`config.mk`:
```
export PLATFORM = sky130hd
export DESIGN_NAME = keccak_round_ctrl_flat
export DESIGN_NICKNAME = d
export VERILOG_FILES = /design/src/rtl/keccak_round_ctrl_if.sv /design/src/rtl/keccak_round_ctrl.sv /design/src/flat_wrapper.sv
export SDC_FILE = /design/constraint.sdc
export NUM_CORES = 1
export LEC_CHECK = 0
export CAP_MARGIN = 20
export CORE_AREA = 2 2 39 41
export DETAILED_ROUTE_END_ITERATION = 8
export DIE_AREA = 0 0 41 43
export DONT_BUFFER_PORTS = 1
export GPL_TIMING_DRIVEN = 0
export PLACE_DENSITY_LB_ADDON = 0.2
export SLEW_MARGIN = 0
export SYNTH_ARGS = -nofsm -noshare
export SYNTH_HDL_FRONTEND = slang
export SYNTH_SLANG_ARGS = --single-unit
export TNS_END_PERCENT = 1
```
`constraint.sdc`:
```
create_clock -name clk -period 2.7 [get_ports clk]
set_input_delay 0.81 -clock clk [delete_from_list [all_inputs] [get_ports clk]]
set_output_delay 0.81 -clock clk [all_outputs]
set_load 0.03 [all_outputs]
```
`src/rtl/keccak_round_ctrl_if.sv`:
```
// rtl/keccak_round_ctrl_if.sv - handshake and round-control bundle for the Keccak round sequencer
//
// Purpose: groups the signals exchanged between the round sequencer
// (master) and the surrounding sponge logic / round datapath (slave).
// Signals:
//   in_valid   new state present at datapath input
//   in_ready   sequencer accepts a state this cycle
//   load_en    datapath captures the input state this cycle
//   round_en   datapath applies the round group this cycle
//   round      first round index applied this cycle (RC ROM address)
//   round_last round_en and this is the final round group
//   out_valid  permutation result stable at datapath output
//   out_ready  consumer takes the result this cycle
//   busy       sequencer not idle
interface keccak_round_ctrl_if;
  logic       in_valid;
  logic       in_ready;
  logic       load_en;
  logic       round_en;
  logic [4:0] round;
  logic       round_last;
  logic       out_valid;
  logic       out_ready;
  logic       busy;

  modport master (
    input  in_valid, out_ready,
    output in_ready, load_en, round_en, round, round_last, out_valid, busy
  );

  modport slave (
    output in_valid, out_ready,
    input  in_ready, load_en, round_en, round, round_last, out_valid, busy
  );
endinterface

```
`src/rtl/keccak_round_ctrl.sv`:
```
// rtl/keccak_round_ctrl.sv - round sequencer for the iterative Keccak-p permutation
//
// Purpose: accepts one state per in_valid/in_ready handshake, pulses load_en,
// steps the round index through 24-NUM_ROUNDS .. 23 in groups of UNROLL,
// then holds the result under out_valid/out_ready.
// Ports:
//   clk     rising-edge system clock
//   resetn  synchronous active-low reset
//   bus     keccak_round_ctrl_if.master (handshakes, load/round strobes, busy)
module keccak_round_ctrl #(
  parameter int NUM_ROUNDS = 24,
  parameter int UNROLL     = 1
) (
  input logic                 clk,
  input logic                 resetn,
  keccak_round_ctrl_if.master bus
);

  generate
    if (NUM_ROUNDS < 1 || NUM_ROUNDS > 24 || UNROLL < 1 || (NUM_ROUNDS % UNROLL) != 0) begin : g_bad_params
      $error("keccak_round_ctrl: NUM_ROUNDS must be 1..24 and a multiple of UNROLL");
    end
  endgenerate

  localparam logic [4:0] FIRST_ROUND = 5'(24 - NUM_ROUNDS);
  localparam logic [4:0] LAST_ROUND  = 5'(24 - UNROLL);
  localparam logic [4:0] ROUND_STEP  = 5'(UNROLL);

  typedef enum logic [1:0] {
    IDLE = 2'd0,
    PERM = 2'd1,
    HOLD = 2'd2
  } state_t;

  state_t     state;
  logic [4:0] round_q;
  logic       round_en_q;
  logic       round_last_q;
  logic       out_valid_q;
  logic       busy_q;
  logic       accept;

  // A finished result can be swapped for a new state in the same cycle,
  // so HOLD with out_ready is as ready as IDLE.
  assign bus.in_ready = (state == IDLE) || ((state == HOLD) && bus.out_ready);
  assign accept       = bus.in_valid && bus.in_ready;
  assign bus.load_en  = accept;

  assign bus.round      = round_q;
  assign bus.round_en   = round_en_q;
  assign bus.round_last = round_last_q;
  assign bus.out_valid  = out_valid_q;
  assign bus.busy       = busy_q;

  // round_q doubles as the round counter: it is only non-zero in PERM, and
  // it is cleared on the way out so the RC ROM address reads 0 when idle.
  always_ff @(posedge clk) begin
    if (!resetn) begin
      state        <= IDLE;
      round_q      <= 5'd0;
      round_en_q   <= 1'b0;
      round_last_q <= 1'b0;
      out_valid_q  <= 1'b0;
      busy_q       <= 1'b0;
    end else if (accept) begin
      state        <= PERM;
      round_q      <= FIRST_ROUND;
      round_en_q   <= 1'b1;
      round_last_q <= (FIRST_ROUND == LAST_ROUND);
      out_valid_q  <= 1'b0;
      busy_q       <= 1'b1;
    end else begin
      case (state)
        PERM: begin
          if (round_q == LAST_ROUND) begin
            state        <= HOLD;
            round_q      <= 5'd0;
            round_en_q   <= 1'b0;
            round_last_q <= 1'b0;
            out_valid_q  <= 1'b1;
          end else begin
            round_q      <= round_q + ROUND_STEP;
            round_last_q <= ((round_q + ROUND_STEP) == LAST_ROUND);
          end
        end
        HOLD: begin
          if (bus.out_ready) begin
            state       <= IDLE;
            out_valid_q <= 1'b0;
            busy_q      <= 1'b0;
          end
        end
        default: begin
          state <= IDLE;
        end
      endcase
    end
  end

endmodule

```
`src/flat_wrapper.sv`:
```
// flat-port wrapper written by rule: the top's interface ports become plain ports
module keccak_round_ctrl_flat 
#(
  parameter int NUM_ROUNDS = 24,
  parameter int UNROLL     = 1
)
  (clk, resetn, bus_in_valid, bus_out_ready, bus_in_ready, bus_load_en, bus_round_en, bus_round, bus_round_last, bus_out_valid, bus_busy);
  keccak_round_ctrl_if bus_i ();
  input logic clk;
  input logic resetn;
  input wire logic [$bits(bus_i.in_valid)-1:0] bus_in_valid;
  input wire logic [$bits(bus_i.out_ready)-1:0] bus_out_ready;
  output wire logic [$bits(bus_i.in_ready)-1:0] bus_in_ready;
  output wire logic [$bits(bus_i.load_en)-1:0] bus_load_en;
  output wire logic [$bits(bus_i.round_en)-1:0] bus_round_en;
  output wire logic [$bits(bus_i.round)-1:0] bus_round;
  output wire logic [$bits(bus_i.round_last)-1:0] bus_round_last;
  output wire logic [$bits(bus_i.out_valid)-1:0] bus_out_valid;
  output wire logic [$bits(bus_i.busy)-1:0] bus_busy;
  assign bus_i.in_valid = bus_in_valid;
  assign bus_i.out_ready = bus_out_ready;
  assign bus_in_ready = bus_i.in_ready;
  assign bus_load_en = bus_i.load_en;
  assign bus_round_en = bus_i.round_en;
  assign bus_round = bus_i.round;
  assign bus_round_last = bus_i.round_last;
  assign bus_out_valid = bus_i.out_valid;
  assign bus_busy = bus_i.busy;
  keccak_round_ctrl #(.NUM_ROUNDS(NUM_ROUNDS), .UNROLL(UNROLL)) u_core (.clk(clk), .resetn(resetn), .bus(bus_i));
endmodule
```
Yosys cells after proc, flatten, opt, wreduce, memory -nomap -nowiden
Cells that the tools add are included.

Output and inout port bits: 11. Word-level logic and storage cells: 46. Register bits after elaboration: 11. Bits of input ports: 4.

Equality and inequality tests: 8. Bitwise operators: 1. Multiplexer cells: 14. $add $sub $neg: 1. Reductions and logical operators: 15.

Operator list (count): 5-bit equality test (second input constant) (2); 2-bit nonzero test (5); 1-bit 2-to-1 mux (9); 2-bit AND reduction (4); 5-bit by 1-bit adder with 5-bit output (second input constant) (1); 5-bit 2-to-1 mux (1); 2-bit 2-to-1 mux (2); 2-bit one-hot mux with 2 select lines (1); 3-bit by 2-bit inequality test with 1-bit output (second input constant) (1); 3-bit inequality test (second input constant) (1); 3-bit AND reduction (1); 2-bit by 1-bit equality test with 1-bit output (second input constant) (1); 2-bit equality test (second input constant) (1); 1-bit logical AND (2); 2-bit zero test (1); 2-bit by 1-bit inequality test with 1-bit output (second input constant) (1); 2-bit inequality test (second input constant) (1); 1-bit one-hot mux with 2 select lines (1); 2-bit OR reduction (1); 1-bit logical OR (1); 1-bit inverter (1).

Logic depth before layout (Yosys ltp)
Depth after elaboration: 6. Mapped depth: 4. Gate-level depth less buffers: 4.

Least setup slack after synthesis
Ideal clock, no wire load.

Kind: input -> output. From: in bus_out_ready. To: out bus_in_ready. Stages: 2. Arrival time: 1.424 ns. Path slack: 0.466 ns. Required time: 1.890 ns. Path buffers: 0. Cells stage by stage: and2b_1 > nor2_1.

Word-level cells in the longest chain between the ends: 2.

Ends and longest elaborated chain: start: declaration (line flat_wrapper.sv:12) `input wire logic [$bits(bus_i.out_ready)-1:0] bus_out_ready;`; 1-bit logical AND (line keccak_round_ctrl.sv:45) `assign bus.in_ready = (state == IDLE) || ((state == HOLD) && bus.out_ready);`; 1-bit logical OR (line keccak_round_ctrl.sv:45); end: declaration (line flat_wrapper.sv:13) `output wire logic [$bits(bus_i.in_ready)-1:0] bus_in_ready;`.

Every way passes these cells.

Worst setup path in the final report
Same ends and word-level chain as after synthesis.

==> implementation parameters <==
Parameter                              Value

Status
  Result of the run ... completed

Critical path
  CP delay by family, top ... simple AND/OR/NAND/NOR gates
  Register-to-Register Path Depth ... 4
  Type of origin of the critical path ... input pin
  Biggest fanout along the worst timing path ... 4
  Required time of the critical path ... between 1500 and 2000 ps
  Critical-path top delay cell ... sky130_fd_sc_hd__nor2_1
  Setup CP Type ... in -> out
  Setup slack of the most critical reg-to-reg path ... 1100 ps
  Critical path buffers and inverters ... 0
  Endpoint of the lowest-slack register-to-register path ... u_core.state[1]$_SDFFE_PP0P_
  Critical-path cell list ... and2b_1, nor2_1
  Crit-path max cell delay ... 440 ps
  Reg-to-Reg Start ... u_core.bus.round[1]$_SDFFE_PP0P_
  CP endpoint kind ... output pin
  Crit path DAT ... 1460 ps

Global routing
  Total routing usage reported by global routing ... 0.1596
  Remaining Overflow, GRT ... 0
  Global-route wire length before repair ... 1828 um
  Number of antenna violations at the first check in global routing ... 0
  Number of global-route vias before repair ... 434
  Pin count of the biggest net entering global routing ... 10

Power
  Post-layout total power ... 326.7 uW
  Static power due to leakage ... 0.2096 nW
  VDD IR max ... approximately 0.18 mV
  Power Density ... roughly 560 nW/um2

Timing
  Max Clock Skew ... around 1.6 ps
  Post-route fraction of the period consumed by the critical path ... 0.8391
  Fin Hold WS ... around 510 ps
  Setup TNS ... 0 ps
  Relative slew slack ... 0.6308
  RSZ-0062 raised after global routing ... false
  Final critical delay including setup and external delays ... 2266 ps
  Final Hold Fails ... 0
  Max-slew violation count ... 0
  Setup Viol. Count Final ... 0
  Slew at the pin closest to its max-slew limit ... 551.8 ps
  Max Clk Rate ... around 440 MHz

Hold path
  Worst Hold Class ... reg -> reg
  Worst Hold Launch ... u_core.state[1]$_SDFFE_PP0P_
  Endpoint of the worst hold path ... u_core.bus.busy$_SDFFE_PN0P_
  Worst Hold Path Cells ... 1

Floorplan
  Ports ... 15
  Die width ... 41 um
  Chip Height ... ~43 um
  Area of the die ... 1763 um2
  Starting utilization of the core area ... 0.3906
  Std-Cell Rows ... 14
  Core footprint ... about 1400 um2

Place
  Buffers added on ports ... 0
  RD Place Congestion ... 0.7425
  Cells after DPL ... 76
  Final HPWL DP ... 810 um

Synth
  Post-synthesis sequential area ratio ... 0.4074
  Average cell area after synthesis ... 9.009 um2
  Cells taking the most area after synthesis ... sky130_fd_sc_hd__dfxtp_1 41%, sky130_fd_sc_hd__ha_1 4.6%, sky130_fd_sc_hd__o21ai_0 4.6%
  Cell type with the highest aggregate area in the netlist ... sky130_fd_sc_hd__dfxtp_1
  Cell area after synthesis ... 540.5 um2
  Post-synth EDFFs ... 0
  Yosys warning count ... 0
  Area share of the leading cell type in the synthesized netlist ... 0.4074
  Gate Count Post-Synth ... 60
  Number of storage elements in the synthesis netlist ... 11
  Number of nets produced by synthesis ... 66
  Synth unique cells ... 26
  Async set-reset flop share out of synthesis ... 0
  Most frequently used flop master after synthesis ... sky130_fd_sc_hd__dfxtp_1

Cells and area
  # diodes ... 0
  Total Nets Final ... 71
  Non-Filler Instances ... 80
  Share of cells above drive strength 1 ... 0.1094
  Most frequent cells in the layout ... 11 x sky130_fd_sc_hd__dfxtp_1, 5 x sky130_fd_sc_hd__o21ai_0, 4 x sky130_fd_sc_hd__inv_1, 4 x sky130_fd_sc_hd__a21oi_1
  Layout-stage area growth over the synthesis result ... 8.565%
  Fin util ... 0.4241
  Most frequent standard cell in the layout excluding fill and tap cells ... sky130_fd_sc_hd__dfxtp_1

Clock network
  CTS tree ... done
  Clock insertion delay at the later pin of the skew report ... 270 ps
  Clock Root Buffer ... sky130_fd_sc_hd__clkbuf_4
  Clock buffer depth ... 2
  Maximum level of the CTS H-tree ... 1
  CTS Hold Bufs ... 0
  Clock input transition at the sequential cells of the worst setup and hold paths ... 70 ps
  Cells resized by post-CTS repair ... 0
  Clock sink total ... 11
  Post-CTS repair timing setup buffer count ... 0
  TritonCTS buffer count ... 3

Drt
  Final ANT Viol Nets ... 0
  Number of remaining DRC errors ... 0
  Wire per inst ... ~13 um
  Number of detailed-route iterations in the first pass ... 3
  Detailed-route wire length ... 1066 um
  DR vias ... ~460
  Initial drt markers ... 2
  Vias per cell ... a little under 6

Job
  Max-cap violation count ... 0
==> state kept, by name, summed over array words and instances, names as in the netlist <==
| signal | count |
|---|---|
| u_core.bus.out_valid | 1 |
| u_core.state | 2 |
| u_core.bus.round_last | 1 |
| u_core.bus.busy | 1 |
| u_core.bus.round | 5 |
| u_core.bus.round_en | 1 |
==> synth_stat cells (2+ instances only) <==
master,number
sky130_fd_sc_hd__a21boi_0,2
sky130_fd_sc_hd__a21oi_1,4
sky130_fd_sc_hd__and2b_1,3
sky130_fd_sc_hd__dfxtp_1,11
sky130_fd_sc_hd__ha_1,2
sky130_fd_sc_hd__inv_1,4
sky130_fd_sc_hd__nand2_1,3
sky130_fd_sc_hd__nand2b_1,3
sky130_fd_sc_hd__nand3_1,2
sky130_fd_sc_hd__nand4_1,2
sky130_fd_sc_hd__nor2_1,3
sky130_fd_sc_hd__o21ai_0,5
sky130_fd_sc_hd__xnor2_1,2
sky130_fd_sc_hd__xor2_1,2
==> layer usage <==
metal,share of wire,up-vias,GRT usage
li1,-,229,-
met1,0.48,213,0.1869
met2,0.42,14,0.2219
met3,0.073,5,0.07853
met4,0.029,0,0.1000
met5,0,-,0
==> area by class of cell <==
class | instances | area, um2
Tap cell | 16 | 20.02
Fill cell | 155 | 797.0
Clock buffer | 4 | 26.28
Multi-Input combinational cell | 45 | 305.3
Inverter | 4 | 15.01
Sequential cell | 11 | 220.2
==> worst max path at each step <==
stage / start / endpoint / slack (ps) / depth (start not counted)
floorplan: bus_out_ready / bus_in_ready / 470 / 2
global placement: bus_out_ready / bus_in_ready / 440 / 2
detailed placement: bus_out_ready / bus_in_ready / 440 / 2
CTS: bus_out_ready / bus_in_ready / 430 / 2
global route: u_core.state[1]$_SDFFE_PP0P_ / bus_load_en / 410 / 3
finish: bus_out_ready / bus_in_ready / 430 / 2
==> kinds of logic (layout without fill, tap and decap cells) <==
kind of cell | Yosys count | in the layout | synth area share
AOI/OAI and AO/OA | 18 | 18 | 0.2153
and+or+nand+nor | 21 | 21 | 0.2384
DFF | 11 | 11 | 0.4074
xor gates and xnor gates | 4 | 4 | 0.06483
adders and majority gates | 2 | 2 | 0.04629
buffers and inverters | 4 | 8 | 0.02777
==> stage by stage <==
step | cell area (um2) | worst slack, ps
4_1_cts | 586.8 | 433.3
6_report | 586.8 | 434.4
5_1_grt | 586.8 | 411.4
3_5_place_dp | 560.5 | 435.5
2_1_floorplan | 540.5 | 465.9
3_3_place_gp | 560.5 | 436.1
==> power by group <==
part	switching, mW	internal (mW)
Sequential	0.0155	0.168
Combinational	0.0201	0.0103
Clock	0.0558	0.0572
(Power assumes the default switching activity.)
